$ cat src/rtl/irq_arb_pkg.sv
// irq_arb_pkg: shared FSM states, opcode constants and reset values for the IRQ node arbiter.
package irq_arb_pkg;
    typedef enum logic [1:0] {IDLE, HOLD, GAP} state_t;
    localparam logic [15:0] OP_PRIO_MASK = 16'h3FF0;
    localparam logic [15:0] OP_PRIO_VAL  = 16'h2F10;
    localparam logic [15:0] OP_ACK       = 16'h3F13;
    localparam int          PRIO0_RST    = 2;
    localparam int          PRIO1_RST    = 4;
    localparam logic [1:0]  EXE_BUSY     = 2'b11;
endpackage

$ cat src/rtl/irq_edge_pending.sv
// irq_edge_pending: registers src_req, detects rising edges, latches pending requests and a sticky overflow.
module irq_edge_pending
    import irq_arb_pkg::*;
#(
    parameter int NUM_SRC = 4
) (
    input  logic               CLK,
    input  logic               RST,
    input  logic [NUM_SRC-1:0] src_req,
    input  logic [NUM_SRC-1:0] clr,
    output logic [NUM_SRC-1:0] pending,
    output logic               overflow
);
    logic [NUM_SRC-1:0] src_req_q, pending_q, pending_d, rise;
    logic               overflow_q, overflow_d;

    // A new edge re-sets a bit even if the grant logic clears it this cycle.
    always_comb begin
        rise       = src_req & ~src_req_q;
        pending_d  = (pending_q & ~clr) | rise;
        overflow_d = overflow_q | (|(rise & pending_q));
    end

    always_ff @(posedge CLK) begin
        if (!RST) begin
            src_req_q  <= '0;
            pending_q  <= '0;
            overflow_q <= 1'b0;
        end else begin
            src_req_q  <= src_req;
            pending_q  <= pending_d;
            overflow_q <= overflow_d;
        end
    end

    assign pending  = pending_q;
    assign overflow = overflow_q;
endmodule

$ cat src/rtl/irq_node_arbiter.sv
// irq_node_arbiter: grants pending interrupt sources to one of two nodes and holds the IRQ for a bounded window.
// Define ROUND_ROBIN_EN for round-robin source selection; default is fixed priority (lowest index).
module irq_node_arbiter
    import irq_arb_pkg::*;
#(
    parameter int NUM_SRC     = 4,
    parameter int HOLD_CYCLES = 1001,
    parameter int PRIO_W      = 4
) (
    input  logic                       CLK,
    input  logic                       RST,
    input  logic [NUM_SRC-1:0]         src_req,
    input  logic [15:0]                in_op_node0,
    input  logic [15:0]                in_op_node1,
    input  logic [1:0]                 exe_flag_task0,
    input  logic [1:0]                 exe_flag_task1,
    output logic                       irq_node0,
    output logic                       irq_node1,
    output logic [$clog2(NUM_SRC)-1:0] irq_src_id,
    output logic [NUM_SRC-1:0]         pending,
    output logic                       overflow
);
    localparam int SW = $clog2(NUM_SRC);
    localparam int CW = $clog2(HOLD_CYCLES) + 1;

    state_t             state_q, state_d;
    logic [CW-1:0]      cnt_q, cnt_d;
    logic               irq0_q, irq0_d, irq1_q, irq1_d;
    logic [SW-1:0]      id_q, id_d, sel;
    logic [PRIO_W-1:0]  prio0_q, prio0_d, prio1_q, prio1_d;
    logic [NUM_SRC-1:0] clr;
    logic               found, busy0, busy1, pick1, ack0, ack1;
`ifdef ROUND_ROBIN_EN
    logic [SW-1:0]      ptr_q, ptr_d, rr_idx;
`endif

    irq_edge_pending #(.NUM_SRC(NUM_SRC)) u_edge (
        .CLK     (CLK),
        .RST     (RST),
        .src_req (src_req),
        .clr     (clr),
        .pending (pending),
        .overflow(overflow)
    );

    always_comb begin
        found = 1'b0;
        sel   = '0;
`ifdef ROUND_ROBIN_EN
        rr_idx = '0;
        for (int k = 0; k < NUM_SRC; k++) begin
            rr_idx = SW'((int'(ptr_q) + 1 + k) % NUM_SRC);
            if (!found && pending[rr_idx]) begin
                found = 1'b1;
                sel   = rr_idx;
            end
        end
`else
        for (int i = NUM_SRC - 1; i >= 0; i--)
            if (pending[SW'(i)]) sel = SW'(i);
        found = |pending;
`endif
    end

    // Preferred node is the higher priority (tie to node0); fall back to the other if busy.
    always_comb begin
        busy0   = exe_flag_task0 == EXE_BUSY;
        busy1   = exe_flag_task1 == EXE_BUSY;
        pick1   = (prio1_q > prio0_q) ? !busy1 : busy0;
        ack0    = in_op_node0 == OP_ACK;
        ack1    = in_op_node1 == OP_ACK;
        prio0_d = ((in_op_node0 & OP_PRIO_MASK) == OP_PRIO_VAL) ? PRIO_W'(in_op_node0[3:0]) : prio0_q;
        prio1_d = ((in_op_node1 & OP_PRIO_MASK) == OP_PRIO_VAL) ? PRIO_W'(in_op_node1[3:0]) : prio1_q;
    end

    always_comb begin
        state_d = state_q;
        cnt_d   = cnt_q;
        irq0_d  = irq0_q;
        irq1_d  = irq1_q;
        id_d    = id_q;
        clr     = '0;
`ifdef ROUND_ROBIN_EN
        ptr_d   = ptr_q;
`endif
        case (state_q)
            IDLE: if (found && !(busy0 && busy1)) begin
                clr     = NUM_SRC'(1) << sel;
                id_d    = sel;
                irq0_d  = !pick1;
                irq1_d  = pick1;
                cnt_d   = CW'(HOLD_CYCLES - 1);
                state_d = HOLD;
`ifdef ROUND_ROBIN_EN
                ptr_d   = sel;
`endif
            end
            HOLD: if (cnt_q == '0 || (irq0_q && ack0) || (irq1_q && ack1)) begin
                irq0_d  = 1'b0;
                irq1_d  = 1'b0;
                state_d = GAP;
            end else begin
                cnt_d = cnt_q - CW'(1);
            end
            default: state_d = IDLE;
        endcase
    end

    always_ff @(posedge CLK) begin
        if (!RST) begin
            state_q <= IDLE;
            cnt_q   <= '0;
            irq0_q  <= 1'b0;
            irq1_q  <= 1'b0;
            id_q    <= '0;
            prio0_q <= PRIO_W'(PRIO0_RST);
            prio1_q <= PRIO_W'(PRIO1_RST);
`ifdef ROUND_ROBIN_EN
            ptr_q   <= SW'(NUM_SRC - 1);
`endif
        end else begin
            state_q <= state_d;
            cnt_q   <= cnt_d;
            irq0_q  <= irq0_d;
            irq1_q  <= irq1_d;
            id_q    <= id_d;
            prio0_q <= prio0_d;
            prio1_q <= prio1_d;
`ifdef ROUND_ROBIN_EN
            ptr_q   <= ptr_d;
`endif
        end
    end

    assign irq_node0  = irq0_q;
    assign irq_node1  = irq1_q;
    assign irq_src_id = id_q;
endmodule

$ cat config.mk
export PLATFORM = sky130hd
export DESIGN_NAME = irq_node_arbiter
export DESIGN_NICKNAME = d
export VERILOG_FILES = /design/src/rtl/irq_arb_pkg.sv /design/src/rtl/irq_edge_pending.sv /design/src/rtl/irq_node_arbiter.sv
export SDC_FILE = /design/constraint.sdc
export NUM_CORES = 1
export LEC_CHECK = 0
export ABC_AREA = 1
export BUFFER_PORTS_ARGS = -buffer_cell sky130_fd_sc_hd__clkbuf_2
export CAP_MARGIN = 30
export CORE_MARGIN = 4
export CORE_UTILIZATION = 51
export DETAILED_ROUTE_END_ITERATION = 12
export PLACE_DENSITY = 0.88
export SLEW_MARGIN = 10
export SYNTH_ARGS = -nofsm -noshare
export SYNTH_HDL_FRONTEND = slang
export SYNTH_SLANG_ARGS = --single-unit
$ cat constraint.sdc
create_clock -name CLK -period 1.65 [get_ports CLK]
set_input_delay 0.4125 -clock CLK [delete_from_list [all_inputs] [get_ports CLK]]
set_output_delay 0.4125 -clock CLK [all_outputs]
set_load 0.01 [all_outputs]
==> impl_metrics.py, run 1 <==
metrics = {
    "synth": {
        "yosys_warnings": 0,
        "ys_async_sr_fraction_pct": 0,
        "synth_top_area_cell": "dfxtp_1",
        "yosysSeqAreaShare_pct": 36.9,
        "avgSynthCellArea_um2": 6.73,
        "yosysUniqueCellTypes": 30,
        "ys_seq_elements": 33,
        "synth_nets": 314,
        "syn_inst": 266,
        "synthesis.area_um2": 1790,
        "synthTopCellsByArea": "dfxtp_1 (37%), nand2_1 (13%), inv_1 (8.6%)",
        "synth_edf_count": 0,
        "netlist_top_cells_count": "nand2_1 (60), inv_1 (41), nor2_1 (40)",
        "yosysTopAreaCellShare_pct": 36.9,
        "synth_ff_type": "dfxtp_1",
        "yosysMostFrequentCell": "nand2_1",
    },
    "hold_path": {
        "min_from": "src_req[0]",
        "min_to": "u_edge.src_req_q[0]",
        "worstHoldPathCells": 3,
        "hp-class": "in2reg",
    },
    "floorplan": {
        "start_util_pct": 53.2,
        "dieArea_um2": 4520,
        "die_h_um": 67.2,
        "design.core.area_um2": 3360,
        "rows": 21,
        "pin_count": 51,
        "die_x_um": 67.2,
    },
    "global_route": {
        "grt_pass1_vias": 1608,
        "grt_start_max_net_pins": 18,
        "grt_pass1_wl_um": 6480,
        "grt_overflow": 0,
        "track_usage_pct": 18.5,
        "antenna_found_initial": 0,
    },
    "layout": {
        "seqCellArea_um2": 662,
        "multi_input_area_um2": 963,
        "nets": 373,
        "diodes": 0,
        "syn2layout_area_growth_pct": 22.7,
        "nFillCells": 312,
        "drive_gt1_share_pct": 25.2,
    },
    "setup_path": {
        "r2r_cells": 12,
        "start_kind": "flip-flop",
        "worstReg2RegStart": "cnt_q[0]",
        "critPathCaptureType": "flip-flop",
        "r2r_slack_ps": 100,
        "critPathKind": "reg2reg",
        "r2r-end": "cnt_q[7]",
        "crit_arrival_ps": 1800,
        "critPathMaxFanout": 6,
        "cp.required_ps": 1900,
    },
    "sta": {
        "finalCritPeriodShare_pct": 94.1,
        "fin_worst_skew_ps": 12.1,
        "setup_viol": 0,
        "period_minus_slack_ps": 1550,
        "hold_violations": 0,
        "drv_slew": 0,
        "finalSetupTns_ps": 0,
        "max_freq_mhz": 644,
        "worst_pin_slew_ps": 552,
        "slew_headroom_pct": 63.1,
    },
    "routing": {
        "post_drt_wl_per_cell_um": 10.7,
        "viasPerCell": 4.93,
        "wl_um": 3980,
        "ant_nets": 0,
        "drcViolationCount": 0,
        "drtIter0Drc": 80,
        "vias": 1834,
        "drt-pass1-iter-count": 4,
    },
    "place": {
        "dp_hpwl_um": 3010,
        "place_congestion": 0.880,
        "numPortBuffers": 49,
    },
    "clocking": {
        "clock_latency_ps": 340,
        "cts_root_buf": "clkbuf_4",
        "cts.clk_slew.worst_paths_ps": 110,
        "clockBufferDepth": 2,
        "cts_sinks": 33,
        "h-tree-depth": 2,
        "cts_made_buffers": 5,
        "cts_tree": "yes",
    },
    "run_status": {
        "status": "completed",
    },
    "pwr": {
        "vdd_drop_max_v": 0.000767,
        "powerDensity_nw_per_um2": 1120,
        "power_leakage_nw": 1.15,
        "power.total_w": 0.00245,
    },
    "flow_run": {
        "cap_violations": 0,
    },
}
[metal layers]
layer	GRT usage, %	wire [um]	part of all wire, %
met5	0	0	0
met4	5.57	38	0.95
met3	3.99	162	4.1
met2	35.1	2040	51
met1	20.2	1740	44
[worst max path at each step]
stage / start / end / depth (start not counted)
floorplan: cnt_q[0] / cnt_q[2] / 12
global placement: cnt_q[0] / cnt_q[7] / 12
detailed placement: cnt_q[0] / cnt_q[7] / 12
CTS: cnt_q[0] / cnt_q[7] / 12
global route: cnt_q[0] / cnt_q[7] / 12
finish: cnt_q[0] / cnt_q[7] / 12
[timing repair]
item	4_1_cts	5_1_grt
setup buffers	0	2
resized for setup	0	10
setup endpoints to repair	0	13
hold buffers	0	0
[per-stage QoR]
| step | cells | cell area (um^2) | utilization, % | worst slack [ps] | hold slack (ps) |
|---|---|---|---|---|---|
| CTS | 368 | 2140 | 63.6 | 37.1 | 257 |
| finish | 372 | 2200 | 65.3 | 97.2 | 264 |
| global placement | 360 | 2090 | 62.1 | 135 | 442 |
| global route | 372 | 2200 | 65.3 | -15.7 | 261 |
| floorplan | 266 | 1790 | - | 228 | 428 |
| detailed placement | 360 | 2090 | 62.1 | 51.4 | 449 |
[area by class of cell]
| class | count | share of cell area, % |
|---|---|---|
| Clock inverter | 2 | 0.456 |
| Sequential cell | 33 | 30.1 |
| Clock buffer | 6 | 1.88 |
| Inverter | 44 | 7.64 |
| Tap cell | 46 | 2.62 |
| Timing Repair Buffer | 55 | 13.4 |
| Multi-Input combinational cell | 186 | 43.9 |
[cells by family (layout without fill, tap and decap cells)]
logic type	Yosys count	after routing	share of synthesized area, %
and+or+nand+nor	140	142	35.7
buffers and inverters	49	107	11.3
AOI/OAI and AO/OA	36	36	11.3
DFF	33	33	36.9
adders and majority gates	6	6	4.20
other	1	1	0.210
xor gates and xnor gates	1	1	0.490
[power breakdown]
part,internal [W],switching [W]
Sequential,0.000918,0.0000959
Combinational,0.000389,0.000611
Clock,0.000162,0.000279
Total,0.00147,0.000986
[critical path, cell delays in order (launching register included)]
cell     delay (ps)
dfxtp_2         350
inv_2            60
ha_2            170
inv_1            40
nor2_1           30
nand3_1          60
nor2_1           50
nor2_2          140
nand3_4         180
nand2_8         140
inv_1            70
nor2_1          100
nor2_1           50
[layout by cell type (no fill, tap or decap), types with 3 or more instances in the layout]
cell type  netlist  routed
dfxtp_1         33      32
nor2_2           2       3
nand4_1          3       3
inv_1           41      39
buf_4            1       5
o21ai_0         10       9
nand3b_1         6       6
ha_1             6       5
clkbuf_4         0       5
inv_2            2       4
nand3_1         23      23
nor2_1          40      39
clkbuf_2         0      49
a21oi_1         18      18
nand2_1         60      60
[state kept, by name, indices dropped and copies added (netlist names)]
register and count:
u_edge.pending 4, prio0_q 4, irq_node0 1, irq_node1 1, irq_src_id 1, state_q 2, u_edge.overflow 1, u_edge.src_req_q 4
prio1_q 4, cnt_q 11
(Power assumes the default switching activity.)
==> run 2, diff against run 1 <==
--- a/config.mk
+++ b/config.mk
@@ -14,2 +14,3 @@
 export PLACE_DENSITY = 0.88
+export REMOVE_ABC_BUFFERS = 1
 export SLEW_MARGIN = 10
==> constraint.sdc (replaced) <==
create_clock -name CLK -period 1.65 [get_ports CLK]
set_input_delay 0 -clock CLK [delete_from_list [all_inputs] [get_ports CLK]]
set_output_delay 0 -clock CLK [all_outputs]
set_load 0.01 [all_outputs]
==> run 2 against run 1 <==
  * Routed wire length is 17% higher
  * Via count is 4.6% higher
  * Combinational power is 5% higher
  * Critical path depth is 4 lower
  * Cell count is 2.7% higher
  * Clock power is 45% higher
  * Global-route usage is 1.3 points higher
  * Worst hold slack worse by 210 ps
  * Sequential share of layout area is 2.0 points lower
  * Sequential power hardly changed
  * First-iteration DRC count is 57% higher
  * Die area stayed put
  * Critical path type unchanged
  * Critical endpoint unchanged
  * Largest power group is now combinational logic
  * Highest routed layer unchanged
==> impl_metrics.py, run 2 (same netlist as run 1, synthesis figures left out) <==
metrics = {
    "sta": {
        "slew_headroom_pct": 64.9,
        "fin_worst_skew_ps": 6.71,
        "finalCritPeriodShare_pct": 99.5,
        "setup_viol": 0,
        "period_minus_slack_ps": 1640,
        "drv_slew": 0,
        "worst_pin_slew_ps": 525,
        "hold_violations": 0,
        "max_freq_mhz": 609,
    },
    "routing": {
        "wl_um": 4680,
        "drt-pass1-iter-count": 5,
        "drtIter0Drc": 126,
        "post_drt_wl_per_cell_um": 12.2,
        "drcViolationCount": 0,
        "vias": 1919,
        "ant_nets": 0,
        "viasPerCell": 5.02,
    },
    "setup_path": {
        "r2r-end": "cnt_q[7]",
        "critPathMaxFanout": 5,
        "crit_arrival_ps": 1890,
        "critPathKind": "reg2reg",
        "cp.required_ps": 1900,
        "start_kind": "flip-flop",
        "critPathCaptureType": "flip-flop",
        "worstReg2RegStart": "cnt_q[2]",
        "endpoint": "cnt_q[7]",
        "r2r_cells": 8,
        "r2r_slack_ps": 8,
        "worstSetupStartpoint": "cnt_q[2]",
    },
    "hold_path": {
        "hp-class": "in2reg",
    },
    "clocking": {
        "cts_made_buffers": 5,
        "cts.clk_slew.worst_paths_ps": 100,
        "clock_latency_ps": 340,
        "cts_root_buf": "clkbuf_4",
        "cts_sinks": 33,
        "clockBufferDepth": 2,
        "cts_tree": "yes",
        "h-tree-depth": 2,
    },
    "floorplan": {
        "start_util_pct": 53.2,
        "pin_count": 51,
        "dieArea_um2": 4520,
        "rows": 21,
        "die_h_um": 67.2,
        "die_x_um": 67.2,
        "design.core.area_um2": 3360,
    },
    "pwr": {
        "power.total_w": 0.00271,
        "p_int_w": 0.00166,
        "powerDensity_nw_per_um2": 1150,
        "vdd_drop_max_v": 0.000978,
        "clkPwrFrac_pct": 23.6,
        "seqPwrFrac_pct": 37.7,
        "power.share.switching_pct": 38.7,
        "power_switching_w": 0.00105,
        "power_leakage_nw": 1.20,
        "pwr-share-comb_pct": 38.7,
    },
    "global_route": {
        "grt_overflow": 0,
        "grt_pass1_wl_um": 6880,
        "grt_start_max_net_pins": 23,
        "track_usage_pct": 19.8,
        "grt_pass1_vias": 1750,
        "antenna_found_initial": 0,
    },
    "place": {
        "dp_hpwl_um": 3020,
        "place_congestion": 0.817,
        "numPortBuffers": 49,
    },
    "layout": {
        "largest_reg_flops": 11,
        "seqCellArea_um2": 663,
        "final_cell_mix": "nand2_1 (59), clkbuf_2 (49), inv_1 (38)",
        "drive_gt1_share_pct": 25.6,
        "largest_register": "cnt_q",
        "finalCoreUtilization_pct": 70.0,
        "nFillCells": 265,
        "nets": 383,
        "multi_input_area_um2": 988,
        "mostFrequentLayoutCell": "nand2_1",
        "syn2layout_area_growth_pct": 31.6,
        "diodes": 0,
    },
    "flow_run": {
        "cap_violations": 0,
    },
    "run_status": {
        "status": "completed",
    },
}
[run 2: layer usage]
metal / global-route usage [%] / part of all wire (%) / vias up
met5: 0 / 0 / -
met4: 6.33 / 1.4 / 0
met3: 4.66 / 5.9 / 11
met2: 38.9 / 53 / 64
met1: 20.1 / 40 / 858
li1: - / - / 986
[run 2: power by group through the flow]
stage / Clock [W] / Combinational (W) / Sequential, W
5_1_grt: 0.000686 / 0.00116 / 0.00104
3_5_place_dp: 0 / 0.000860 / 0.00103
6_report: 0.000640 / 0.00105 / 0.00102
3_3_place_gp: 0 / 0.000839 / 0.00102
2_1_floorplan: 0 / 0.000634 / 0.00102
4_1_cts: 0.000643 / 0.000892 / 0.00101
[run 2: repair_timing]
action | 4_1_cts | 5_1_grt
buffers inserted | 0 | 1
endpoints found under the setup margin | 0 | 14
resized for setup | 0 | 16
hold endpoints to repair | 17 | 0
hold buffers | 12 | 0
[run 2: how the worst min path moves through the flow]
stage,depth (start not counted),start,endpoint,slack (ps)
global placement,3,src_req[0],u_edge.src_req_q[0],200
CTS,5,exe_flag_task0[1],irq_node1,60
finish,3,in_op_node0[13],prio0_q[3],60
floorplan,2,src_req[0],u_edge.src_req_q[0],90
detailed placement,3,src_req[0],u_edge.src_req_q[0],210
global route,3,in_op_node0[13],prio0_q[3],70
[run 2: final cells by class]
type	count	share of cell area (%)
Multi-Input combinational cell	187	42.0
Sequential cell	33	28.2
Timing Repair Buffer	64	16.5
Inverter	44	7.33
Tap cell	46	2.44
Clock buffer	7	2.34
Clock inverter	1	1.28
[run 2: stage by stage]
stage               setup TNS (ps)  instances  cell area (um^2)  setup slack [ps]  hold WS [ps]
finish                           0        382              2350              7.62          57.4
global route                  -112        382              2350             -93.0          72.5
CTS                              0        378              2280              49.6          56.9
detailed placement               0        358              2070              61.4           210
floorplan                        0        261              1760               215          93.5
global placement                 0        358              2070               123           200
[run 2: worst max-delay path, cell delays in order (launching register included)]
cell and delay (ps):
dfxtp_1 360, nor2_1 230, nand3_1 220, nor2_1 220
nand2_1 100, a21oi_1 130, o21ai_0 130, nor2_2 120
nor2_1 40
==> run 3, diff against run 2 <==
clock period = 1.6 ns   (was 1.65 ns; I/O delays follow)
==> run 3 against run 2 <==
  * Worst hold slack lost 28 ps
  * Die area is the same
  * Setup slack gained 44 ps
==> impl_metrics.py, run 3 (same netlist as run 1, synthesis figures left out) <==
metrics = {
    "run_status": {
        "status": "completed",
    },
    "clocking": {
        "cts_root_buf": "clkbuf_4",
        "cts_tree": "yes",
        "cts.clk_slew.worst_paths_ps": 110,
        "cts_made_buffers": 5,
        "cts_sinks": 33,
        "h-tree-depth": 2,
        "clock_latency_ps": 340,
        "clockBufferDepth": 2,
    },
    "sta": {
        "setup_slack_ps": 51.7,
        "period_minus_slack_ps": 1550,
        "finalCritPeriodShare_pct": 96.8,
        "setup_viol": 0,
        "slew_headroom_pct": 66.0,
        "worst_pin_slew_ps": 509,
        "hold_ws_ps": 29.7,
        "max_freq_mhz": 646,
        "hold_violations": 0,
        "fin_worst_skew_ps": 10.2,
        "drv_slew": 0,
    },
    "routing": {
        "vias": 1901,
        "highest_layer": "met4",
        "viasPerCell": 4.94,
        "post_drt_wl_per_cell_um": 11.5,
        "drt-met1-wl_um": 1780,
        "met3_length_um": 325,
        "wl_um": 4440,
        "drcViolationCount": 0,
        "wl_met2_um": 2210,
        "drt-pass1-iter-count": 4,
        "ant_nets": 0,
        "drtIter0Drc": 102,
    },
    "flow_run": {
        "cap_violations": 0,
    },
    "layout": {
        "drive_gt1_share_pct": 24.6,
        "finalCoreUtilization_pct": 69.0,
        "largest_register": "cnt_q",
        "seqCellArea_um2": 663,
        "nFillCells": 279,
        "final_area_um2": 2320,
        "mostFrequentLayoutCell": "nand2_1",
        "largest_reg_flops": 11,
        "stdcell_count": 385,
        "final_cell_mix": "nand2_1 (60), clkbuf_2 (49), inv_1 (39)",
        "nets": 385,
        "multi_input_area_um2": 973,
        "syn2layout_area_growth_pct": 29.7,
    },
    "place": {
        "dp.cells": 360,
        "place_congestion": 0.839,
        "pre_cts_ws_ps": 14.7,
        "numPortBuffers": 49,
        "dp_hpwl_um": 2950,
        "place_area_um2": 2090,
    },
    "global_route": {
        "track_usage_pct": 19.9,
        "grt_pass1_vias": 1672,
        "grt_overflow": 0,
        "antenna_found_initial": 0,
        "grt_start_max_net_pins": 23,
        "grt_pass1_wl_um": 6780,
    },
    "floorplan": {
        "die_x_um": 67.2,
        "rows": 21,
        "dieArea_um2": 4520,
        "die_h_um": 67.2,
        "pin_count": 51,
        "start_util_pct": 53.2,
        "design.core.area_um2": 3360,
    },
    "setup_path": {
        "slowest_stage": "dfxtp_2",
        "critPathMaxFanout": 5,
        "crit_buf_inv": 3,
        "cp.required_ps": 1840,
        "crit_arrival_ps": 1790,
        "path_cells": "inv_1 > ha_1 > inv_1 > nor2_1 > nand3_1 > nor2_1 > nor2_2 > nand3_4 > nand2_8 > inv_4 > nor2_2 > nor2_1",
        "cpPeakStageDelay_ps": 340,
        "critPathCaptureType": "flip-flop",
        "path_common_cell": "nor2_1",
        "critPathTopFamily": "simple AND/OR/NAND/NOR gates",
        "critPathKind": "reg2reg",
        "start_kind": "flip-flop",
        "r2r_cells": 12,
        "cp_num_cells": 12,
    },
    "pwr": {
        "vdd_drop_max_v": 0.000729,
        "powerDensity_nw_per_um2": 1110,
        "power_leakage_nw": 1.20,
    },
    "hold_path": {
        "worstHoldPathCells": 5,
        "hp-class": "in2reg",
    },
}
-- run 3: final cells by class --
| type | instances | share of cell area, % |
|---|---|---|
| Clock buffer | 6 | 1.78 |
| Antenna cell | 1 | 0.108 |
| Clock inverter | 2 | 0.431 |
| Multi-Input combinational cell | 187 | 41.9 |
| Tap cell | 46 | 2.48 |
| Sequential cell | 33 | 28.6 |
| Timing Repair Buffer | 66 | 17.4 |
| Inverter | 44 | 7.33 |
-- run 3: path summary, 6_finish.rpt --
| kind | slack [ps] | to | from |
|---|---|---|---|
| max | 50 | cnt_q[0] | cnt_q[1] |
| min | 30 | irq_node1 | exe_flag_task0[1] |
| max reg2reg | 50 | cnt_q[0] | cnt_q[1] |
| min reg2reg | 460 | prio1_q[1] | prio1_q[1] |
-- run 3: per-layer routing --
metal / global-route usage (%) / vias to the layer above
met3: 5.66 / 11
met2: 33.5 / 72
met5: 0 / -
li1: - / 985
met1: 22.4 / 833
met4: 11.1 / 0
-- run 3: worst min-delay path, cell delays in order --
cell      delay (ps)
clkbuf_2          90
nand2_1           60
nand2_1           60
nand3_1           70
a21oi_1           60
-- run 3: repair_timing --
| action | in CTS | in global routing |
|---|---|---|
| endpoints found under the hold margin | 17 | 0 |
| setup buffers | 0 | 1 |
| hold buffers | 12 | 0 |
| gates resized for setup | 0 | 9 |
| setup endpoints to repair | 0 | 13 |
-- run 3: power breakdown --
group          total (W)  switching [W]  leakage [nW]  internal, W
Combinational    0.00108       0.000654         0.892     0.000424
Sequential       0.00105       0.000101         0.273     0.000947
Clock           0.000457       0.000290        0.0320     0.000167
-- run 3: stage by stage --
step	setup TNS [ps]	total power [W]
floorplan	0	0.00170
global placement	0	0.00197
detailed placement	0	0.00199
CTS	0	0.00247
global route	-154	0.00278
finish	0	0.00258
